## src/rtl/tank_select_encoder.sv

```systemverilog
// rtl/tank_select_encoder.sv - dual-rail tank-select and tank gate sequencer aligned to minor cycles
//
// Accepts a tank-access request (req/ack), drives the f7/f8 dual-rail select
// lines for SETUP_MC whole minor cycles, then opens the t_in/t_out gate for
// one whole minor cycle (two with long_word) aligned to digit 0. It also checks
// minor-cycle framing and aborts an access when framing is lost.
//
// Optional feature macro: TANK_ENC_LONG_EN (adds the long_word port).
//
// Parameters:
//   MC_LEN     digit periods per minor cycle (4..63)
//   SETUP_MC   whole minor cycles of select setup before the gate (0..3)
//
// Ports:
//   clk        digit clock
//   rst_n      asynchronous active-low reset
//   mc_last    pulse in the last digit of each minor cycle
//   req        access request level, sampled while idle
//   tank       tank number (bit0 -> f7, bit1 -> f8), latched at accept
//   dir        1 = write (t_in), 0 = read (t_out), latched at accept
//   long_word  two-minor-cycle transfer, latched at accept (TANK_ENC_LONG_EN only)
//   busy       access accepted and pending or active
//   ack        one-cycle completion pulse
//   f7_pos/f7_neg/f8_pos/f8_neg  dual-rail tank select, all 0 when idle
//   t_in/t_out gate pulses, mutually exclusive
//   sync_err   one-cycle framing-error pulse

module tank_select_encoder #(
    parameter int MC_LEN   = 18,
    parameter int SETUP_MC = 1
) (
    input  logic       clk,
    input  logic       rst_n,
    input  logic       mc_last,
    input  logic       req,
    input  logic [1:0] tank,
    input  logic       dir,
`ifdef TANK_ENC_LONG_EN
    input  logic       long_word,
`endif
    output logic       busy,
    output logic       ack,
    output logic       f7_pos,
    output logic       f7_neg,
    output logic       f8_pos,
    output logic       f8_neg,
    output logic       t_in,
    output logic       t_out,
    output logic       sync_err
);

    localparam int CNT_W = $clog2(MC_LEN);

    typedef enum logic [1:0] {
        ST_IDLE,
        ST_SETUP,
        ST_XFER,
        ST_DONE
    } state_t;

    // ------------------------------------------------------------------
    // Minor-cycle framing
    // ------------------------------------------------------------------
    logic [CNT_W-1:0] cnt_q;
    logic             locked_q;
    logic             cnt_last;
    logic             frame_err;

    assign cnt_last  = (cnt_q == CNT_W'(MC_LEN - 1));
    // While locked, the pulse and the counter's last digit must coincide.
    assign frame_err = locked_q && (mc_last != cnt_last);

    always_ff @(posedge clk or negedge rst_n) begin
        if (!rst_n) begin
            cnt_q    <= '0;
            locked_q <= 1'b0;
        end else begin
            // Any mc_last (first, correct or stray) re-anchors the counter.
            if (mc_last || cnt_last) begin
                cnt_q <= '0;
            end else begin
                cnt_q <= cnt_q + CNT_W'(1);
            end

            // A stray pulse keeps lock (re-anchored); a missing pulse drops it.
            if (mc_last) begin
                locked_q <= 1'b1;
            end else if (cnt_last) begin
                locked_q <= 1'b0;
            end
        end
    end

    // ------------------------------------------------------------------
    // Access sequencer
    // ------------------------------------------------------------------
    logic       long_in;

`ifdef TANK_ENC_LONG_EN
    assign long_in = long_word;
`else
    assign long_in = 1'b0;
`endif

    state_t     state_q, state_d;
    logic [1:0] setup_cnt_q, setup_cnt_d;
    logic       xfer_cnt_q, xfer_cnt_d;
    logic [1:0] tank_q, tank_d;
    logic       dir_q, dir_d;
    logic       long_q, long_d;
    logic       abort;

    logic       busy_d, ack_d, t_in_d, t_out_d;
    logic       f7_pos_d, f7_neg_d, f8_pos_d, f8_neg_d;
    logic       sel_active;

    // Losing framing mid-access makes the gate alignment meaningless.
    assign abort = frame_err || !locked_q;

    always_comb begin
        state_d     = state_q;
        setup_cnt_d = setup_cnt_q;
        xfer_cnt_d  = xfer_cnt_q;
        tank_d      = tank_q;
        dir_d       = dir_q;
        long_d      = long_q;

        case (state_q)
            ST_IDLE: begin
                if (req && locked_q && !frame_err) begin
                    state_d     = ST_SETUP;
                    tank_d      = tank;
                    dir_d       = dir;
                    long_d      = long_in;
                    setup_cnt_d = 2'd0;
                    xfer_cnt_d  = 1'b0;
                end
            end

            ST_SETUP: begin
                // Pulses are counted only from the cycle after accept, so a
                // pulse coinciding with accept is ignored by construction.
                if (abort) begin
                    state_d = ST_IDLE;
                end else if (mc_last) begin
                    if (setup_cnt_q == 2'(SETUP_MC)) begin
                        state_d = ST_XFER;
                    end else begin
                        setup_cnt_d = setup_cnt_q + 2'd1;
                    end
                end
            end

            ST_XFER: begin
                if (abort) begin
                    state_d = ST_IDLE;
                end else if (mc_last) begin
                    if (!long_q || xfer_cnt_q) begin
                        state_d = ST_DONE;
                    end else begin
                        xfer_cnt_d = 1'b1;
                    end
                end
            end

            ST_DONE: begin
                state_d = ST_IDLE;
            end

            default: begin
                state_d = ST_IDLE;
            end
        endcase

        // Outputs are decoded from the next state so that every output
        // comes straight from a flop.
        sel_active = (state_d == ST_SETUP) || (state_d == ST_XFER);
        busy_d     = sel_active;
        ack_d      = (state_d == ST_DONE);
        f7_pos_d   = sel_active &&  tank_d[0];
        f7_neg_d   = sel_active && !tank_d[0];
        f8_pos_d   = sel_active &&  tank_d[1];
        f8_neg_d   = sel_active && !tank_d[1];
        t_in_d     = (state_d == ST_XFER) &&  dir_d;
        t_out_d    = (state_d == ST_XFER) && !dir_d;
    end

    always_ff @(posedge clk or negedge rst_n) begin
        if (!rst_n) begin
            state_q     <= ST_IDLE;
            setup_cnt_q <= 2'd0;
            xfer_cnt_q  <= 1'b0;
            tank_q      <= 2'd0;
            dir_q       <= 1'b0;
            long_q      <= 1'b0;
            busy        <= 1'b0;
            ack         <= 1'b0;
            f7_pos      <= 1'b0;
            f7_neg      <= 1'b0;
            f8_pos      <= 1'b0;
            f8_neg      <= 1'b0;
            t_in        <= 1'b0;
            t_out       <= 1'b0;
            sync_err    <= 1'b0;
        end else begin
            state_q     <= state_d;
            setup_cnt_q <= setup_cnt_d;
            xfer_cnt_q  <= xfer_cnt_d;
            tank_q      <= tank_d;
            dir_q       <= dir_d;
            long_q      <= long_d;
            busy        <= busy_d;
            ack         <= ack_d;
            f7_pos      <= f7_pos_d;
            f7_neg      <= f7_neg_d;
            f8_pos      <= f8_pos_d;
            f8_neg      <= f8_neg_d;
            t_in        <= t_in_d;
            t_out       <= t_out_d;
            sync_err    <= frame_err;
        end
    end

endmodule

```

## config.mk

```make
export PLATFORM = sky130hd
export DESIGN_NAME = tank_select_encoder
export DESIGN_NICKNAME = d
export VERILOG_FILES = /design/src/rtl/tank_select_encoder.sv
export SDC_FILE = /design/constraint.sdc
export NUM_CORES = 1
export LEC_CHECK = 0
export BUFFER_PORTS_ARGS = -buffer_cell sky130_fd_sc_hd__buf_2
export CELL_PAD_IN_SITES_DETAIL_PLACEMENT = 2
export CELL_PAD_IN_SITES_GLOBAL_PLACEMENT = 2
export CORE_AREA = 2 2 55 57
export DETAILED_ROUTE_END_ITERATION = 7
export DIE_AREA = 0 0 57 59
export HOLD_SLACK_MARGIN = 0.12
export PLACE_DENSITY = 0.81
export SLEW_MARGIN = 15
export SYNTH_ARGS = -nofsm -noshare
export SYNTH_HDL_FRONTEND = slang
export SYNTH_SLANG_ARGS = --single-unit
export TNS_END_PERCENT = 20
```

## constraint.sdc

```tcl
create_clock -name clk -period 2.84 [get_ports clk]
set_input_delay 0 -clock clk [delete_from_list [all_inputs] [get_ports clk]]
set_output_delay 0 -clock clk [all_outputs]
set_load 0.05 [all_outputs]
```

Yosys cells after proc, flatten, opt, wreduce, memory -nomap -nowiden

Cells that the tools add are included.

Register bits: 22
Bits of input ports: 7
Output and inout bits: 9
Word-level logic and storage cells: 70

Add/subtract/negate cells: 2
Equal/unequal tests: 13
Multiplexer cells: 19
Reductions and logical operators: 21

Operators with widths:

| kind                  | number |
|---|---|
| $mux W2               | 12 |
| $logic_and A1 B1 Y1   | 9 |
| $eq A2 B2 Y1 const B  | 4 |
| $ne A2 B2 Y1 const B  | 4 |
| $pmux W2 S4           | 1 |
| $eq A2 B1 Y1 const B  | 3 |
| $add A5 B1 Y5 const B | 1 |
| $eq A5 B5 Y1 const B  | 1 |
| $logic_not A1 Y1      | 5 |
| $mux W5               | 1 |
| $reduce_and A5 Y1     | 1 |
| $mux W1               | 4 |
| $pmux W2 S2           | 1 |
| $reduce_bool A2 Y1    | 2 |
| $logic_or A1 B1 Y1    | 3 |
| $add A2 B1 Y2 const B | 1 |
| $logic_not A2 Y1      | 1 |
| $ne A1 B1 Y1          | 1 |

Logic depth before layout (Yosys ltp)

Word-level depth: 10
Depth in mapped cells: 10
Depth with buffers taken out: 10

Least setup slack after synthesis

Ideal clock, no wire load.

Path kind: register -> register
From: reg cnt_q[1]
To: reg f7_pos
Setup time: 0.119 ns
Data arrival time: 2.041 ns
Data required time: 2.721 ns
Path slack: 0.680 ns
Stages on the path, launching flop included: 11
Buffers on the path: 0
Clock period less this slack: 2.160 ns
Cell sequence: dfrtp_1 inv_1 ha_1 nand3_1 ha_1 nand2b_4 nor4b_4 nor2_1 ha_1 inv_1 and2_1

Word-level cells in the longest chain between the ends: 10
Elaborated cells on any way between the ends: 16
Classes of those cells: eq/ne: 4; mux: 6; reduce/logical: 6

RTL lines:

| element                                      | RTL line | text |
|---|---|---|
| from (decl)                                  | 64       | `logic [CNT_W-1:0] cnt_q;` |
| from (signal assigned)                       | 82       | `cnt_q <= cnt_q + CNT_W'(1);` |
| $eq A5 B5 Y1 (*)                             | 69       | `assign cnt_last = (cnt_q == CNT_W'(MC_LEN - 1));` |
| $ne A1 B1 Y1 (*)                             | 71       | `assign frame_err = locked_q && (mc_last != cnt_last);` |
| $logic_and A1 B1 Y1 (*)                      | 71       |  |
| $logic_not A1 Y1                             | 130      | `if (req && locked_q && !frame_err) begin` |
| $logic_and A1 B1 Y1                          | 130      |  |
| $mux W2                                      | 130      |  |
| $pmux W2 S4 (*)                              | 128      | `case (state_q)` |
| $eq A2 B1 Y1 or $eq A2 B2 Y1 (tied branches) | 177      | `sel_active = (state_d == ST_SETUP) \|\| (state_d == ST_XFER);` |
| $logic_or A1 B1 Y1 (*)                       | 177      |  |
| net busy_d                                   | 113      | `logic busy_d, ack_d, t_in_d, t_out_d;` |
| $logic_and A1 B1 Y1 (*)                      | 180      | `f7_pos_d = sel_active && tank_d[0];` |
| net f7_pos_d                                 | 114      | `logic f7_pos_d, f7_neg_d, f8_pos_d, f8_neg_d;` |
| to (signal assigned)                         | 214      | `f7_pos <= f7_pos_d;` |
| to (decl)                                    | 43       | `output logic f7_pos,` |

The timed path passes the listed nets; every way through them passes the cells marked *.
A chain may end at the register's enable or synchronous reset.

Final worst setup path

From: reg cnt_q[1]
To: reg f7_pos

Elaborated cells on any way between the ends: 16
Classes of those cells: eq/ne: 4; mux: 6; reduce/logical: 6

RTL lines:

| element             | RTL line | text |
|---|---|---|
| $eq A5 B5 Y1        | 69       |  |
| $ne A1 B1 Y1        | 71       |  |
| $logic_and A1 B1 Y1 | 71       |  |
| $logic_not A1 Y1    | 130      |  |
| $logic_and A1 B1 Y1 | 130      |  |
| $mux W2             | 130      |  |
| $mux W2             | 128      |  |
| net tank_d[0]       | 108      | `logic [1:0] tank_q, tank_d;` |
| $logic_and A1 B1 Y1 | 180      |  |
| net f7_pos_d        | 114      |  |

The timed path passes the listed nets, and every way through them passes these cells.

==> flow_metrics.env <==
export IMPL_crit_type="flip-flop to flip-flop"
export IMPL_drv_cap=0
export IMPL_grt_pass1_wl_um=3360
export IMPL_ir_drop_mv=0.323
export IMPL_postCtsSetupBuffers=0
export IMPL_core_area_mm2=0.00271
export IMPL_port_buffers=15
export IMPL_postSynthCellCount=73
export IMPL_arrival_ns=2.46
export IMPL_status="complete, no violations"
export IMPL_p_per_area_mw_per_mm2=520
export IMPL_die_area_mm2=0.00336
export IMPL_cp_start_kind="flip-flop"
export IMPL_ys_async_sr_fraction=1.00
export IMPL_setup_viol=0
export IMPL_fin_crit_sh=0.795
export IMPL_tritoncts="built"
export IMPL_crit_path_max_fanout=5
export IMPL_grt_start_max_net_pins=23
export IMPL_synth_area_top_cells="dfrtp_1 (59%), ha_1 (8.1%), and2_1 (4.7%), nor2b_1 (3.4%), mux2_4 (3.2%)"
export IMPL_die_w_um=57
export IMPL_tightest_slew_ns=0.494
export IMPL_n_fill_cell=284
export IMPL_post_cts_resized=0
export IMPL_fmax_mhz=443
export IMPL_synth_seq_area_share=0.593
export IMPL_drc_errors=0
export IMPL_floorplan_initialDensity=0.343
export IMPL_rsz0062_at_grt="no"
export IMPL_yosys_area_top_type="dfrtp_1"
export IMPL_antenna_found_initial=0
export IMPL_cts_inserted_buffers=3
export IMPL_pin_count=16
export IMPL_place_hpwl_um=1380
export IMPL_hp_class="input port to async pin"
export IMPL_clockRootBuffer="clkbuf_4"
export IMPL_synth_avg_cell_area_um2=12.7
export IMPL_drt_wl_total_um=1810
export IMPL_synth_area_um2=928
export IMPL_num_antenna_cells=0
export IMPL_yosys_cell_types_count=21
export IMPL_synth_xor_area_share=0.0283
export IMPL_yosysWarnings=0
export IMPL_drt_pass1_iterations=1
export IMPL_num_rows=19
export IMPL_slew_violations=0
export IMPL_wire_per_inst_um=14.1
export IMPL_hold_buffers=5
export IMPL_slew_headroom=0.671
export IMPL_synth_edf_count=0
export IMPL_hold_viol=0
export IMPL_avgViaCountPerCell=4.81
export IMPL_grt_use_total=0.132
export IMPL_htreeDepth=1
export IMPL_synth_nets=86
export IMPL_clkSlewWorstSetupHoldPaths_ns=0.11
export IMPL_finalClockSkew_ns=0.00177
export IMPL_leakagePower_nw=0.580
export IMPL_vias=616
export IMPL_worstPathRequired_ns=3.04
export IMPL_fin_nets=112
export IMPL_totalNegativeSetupSlack_ns=0
export IMPL_synth_top_cell_area_share=0.593
export IMPL_area_growth_pct=20.9
export IMPL_synthSimpleGateAreaFrac=0.204
export IMPL_synth_ff_type="dfrtp_1"
export IMPL_muxShareOfSynthArea=0.0431
export IMPL_routabilityCongestion=0.682
export IMPL_ys_seq_elements=22
export IMPL_synth_compound_area_frac=0.0310
export IMPL_drive_above_1_share=0.237
export IMPL_synth_fa_ha_area_frac=0.0809
export IMPL_cp_end_kind="flip-flop"
export IMPL_clk_path_buf_depth=2
export IMPL_multi_input_area_um2=359
export IMPL_cts_sinks=22
export IMPL_synth_top_family_by_area="simple AND/OR/NAND/NOR gates"
export IMPL_clock_latency_ns=0.30
export IMPL_grt_pass1_vias=739
export IMPL_ant_nets=0
export IMPL_register_area_um2=551
export IMPL_holdWs_ns=0.181
export IMPL_grt_overflow=0
export IMPL_period_minus_slack_ns=2.26
export IMPL_die_y_um=59
export IMPL_first_iter_violations=0
-- registers in the layout, summed over array words and instances (netlist names), 2 cells and up --
signal and cells:
setup_cnt_q 2, state_q 2, cnt_q 5, tank_q 2
-- final timing paths --
kind,from,end,slack [ns],cells past startpoint
setup / recovery,cnt_q[1],f7_pos,0.58,9
max in group asynchronous,rst_n,cnt_q[0],2.32,2
hold reg to reg,setup_cnt_q[0],setup_cnt_q[0],0.49,1
min in group clk,req,setup_cnt_q[0],0.18,4
hold / removal,rst_n,sync_err,0.18,2
setup reg to reg,cnt_q[1],f7_pos,0.58,9
-- synthesized netlist by cell type, types with 2 or more instances --
| cell | instances |
|---|---|
| xnor2_1 | 2 |
| nand3_1 | 3 |
| inv_1 | 5 |
| ha_1 | 6 |
| and2_1 | 7 |
| nand2_1 | 2 |
| o21ai_1 | 2 |
| dfrtp_1 | 22 |
| mux2_4 | 2 |
| nor2_1 | 6 |
| nand3b_1 | 2 |
| nor2b_1 | 5 |
-- cells in the final DEF (no fill, tap or decap), types with 2 or more instances in the layout --
| master | count |
|---|---|
| and2_1 | 7 |
| clkbuf_4 | 3 |
| buf_2 | 15 |
| mux2_4 | 2 |
| xnor2_1 | 2 |
| o21ai_1 | 2 |
| ha_1 | 6 |
| inv_1 | 5 |
| nor2b_1 | 5 |
| nand3_1 | 3 |
| dfrtp_1 | 22 |
| nand2_1 | 2 |
| nor2_1 | 6 |
| nand3b_1 | 2 |
| dlygate4sd3_1 | 5 |
-- cell type report --
cell class | instances | area share
Sequential cell | 22 | 0.491
Clock buffer | 3 | 0.0201
Tap cell | 31 | 0.0346
Inverter | 5 | 0.0167
Timing Repair Buffer | 21 | 0.118
Multi-Input combinational cell | 46 | 0.320
-- per-layer routing --
layer | GRT usage | wire, µm
met1 | 0.138 | 674
met2 | 0.263 | 1060
met3 | 0.0284 | 51
met4 | 0.0399 | 20
met5 | 0 | 0
-- critical path, stage by stage, from the launching register on --
cell	delay [ns]
dfrtp_1	0.41
inv_1	0.06
ha_1	0.14
nand3_1	0.08
ha_1	0.29
nand2b_4	0.17
nor4b_4	0.34
buf_4	0.20
mux2_4	0.31
and2_1	0.16
-- kinds of logic after synthesis --
family	Yosys count
and+or+nand+nor	29
AOI/OAI and AO/OA	5
buffers and inverters	5
adders and majority gates	6
muxes	3
DFF	22
xor gates and xnor gates	3
-- through the flow --
step | setup WS, ns | utilization | instances | power [mW] | cell area, µm²
2_1_floorplan | 0.680 | - | 73 | 0.418 | 928
3_3_place_gp | 0.638 | 0.387 | 120 | 0.445 | 1050
3_5_place_dp | 0.560 | 0.387 | 120 | 0.450 | 1050
4_1_cts | 0.542 | 0.414 | 128 | 0.598 | 1120
5_1_grt | 0.435 | 0.414 | 128 | 0.621 | 1120
6_report | 0.581 | 0.414 | 128 | 0.584 | 1120
-- power by group --
group | leakage (nW) | total (mW) | internal (mW) | switching, mW
sequential | 0.294 | 0.350 | 0.337 | 0.0125
clock | 0.0138 | 0.137 | 0.0495 | 0.0876
combinational | 0.272 | 0.0971 | 0.0402 | 0.0569
Power figures use the tool's default switching activity.
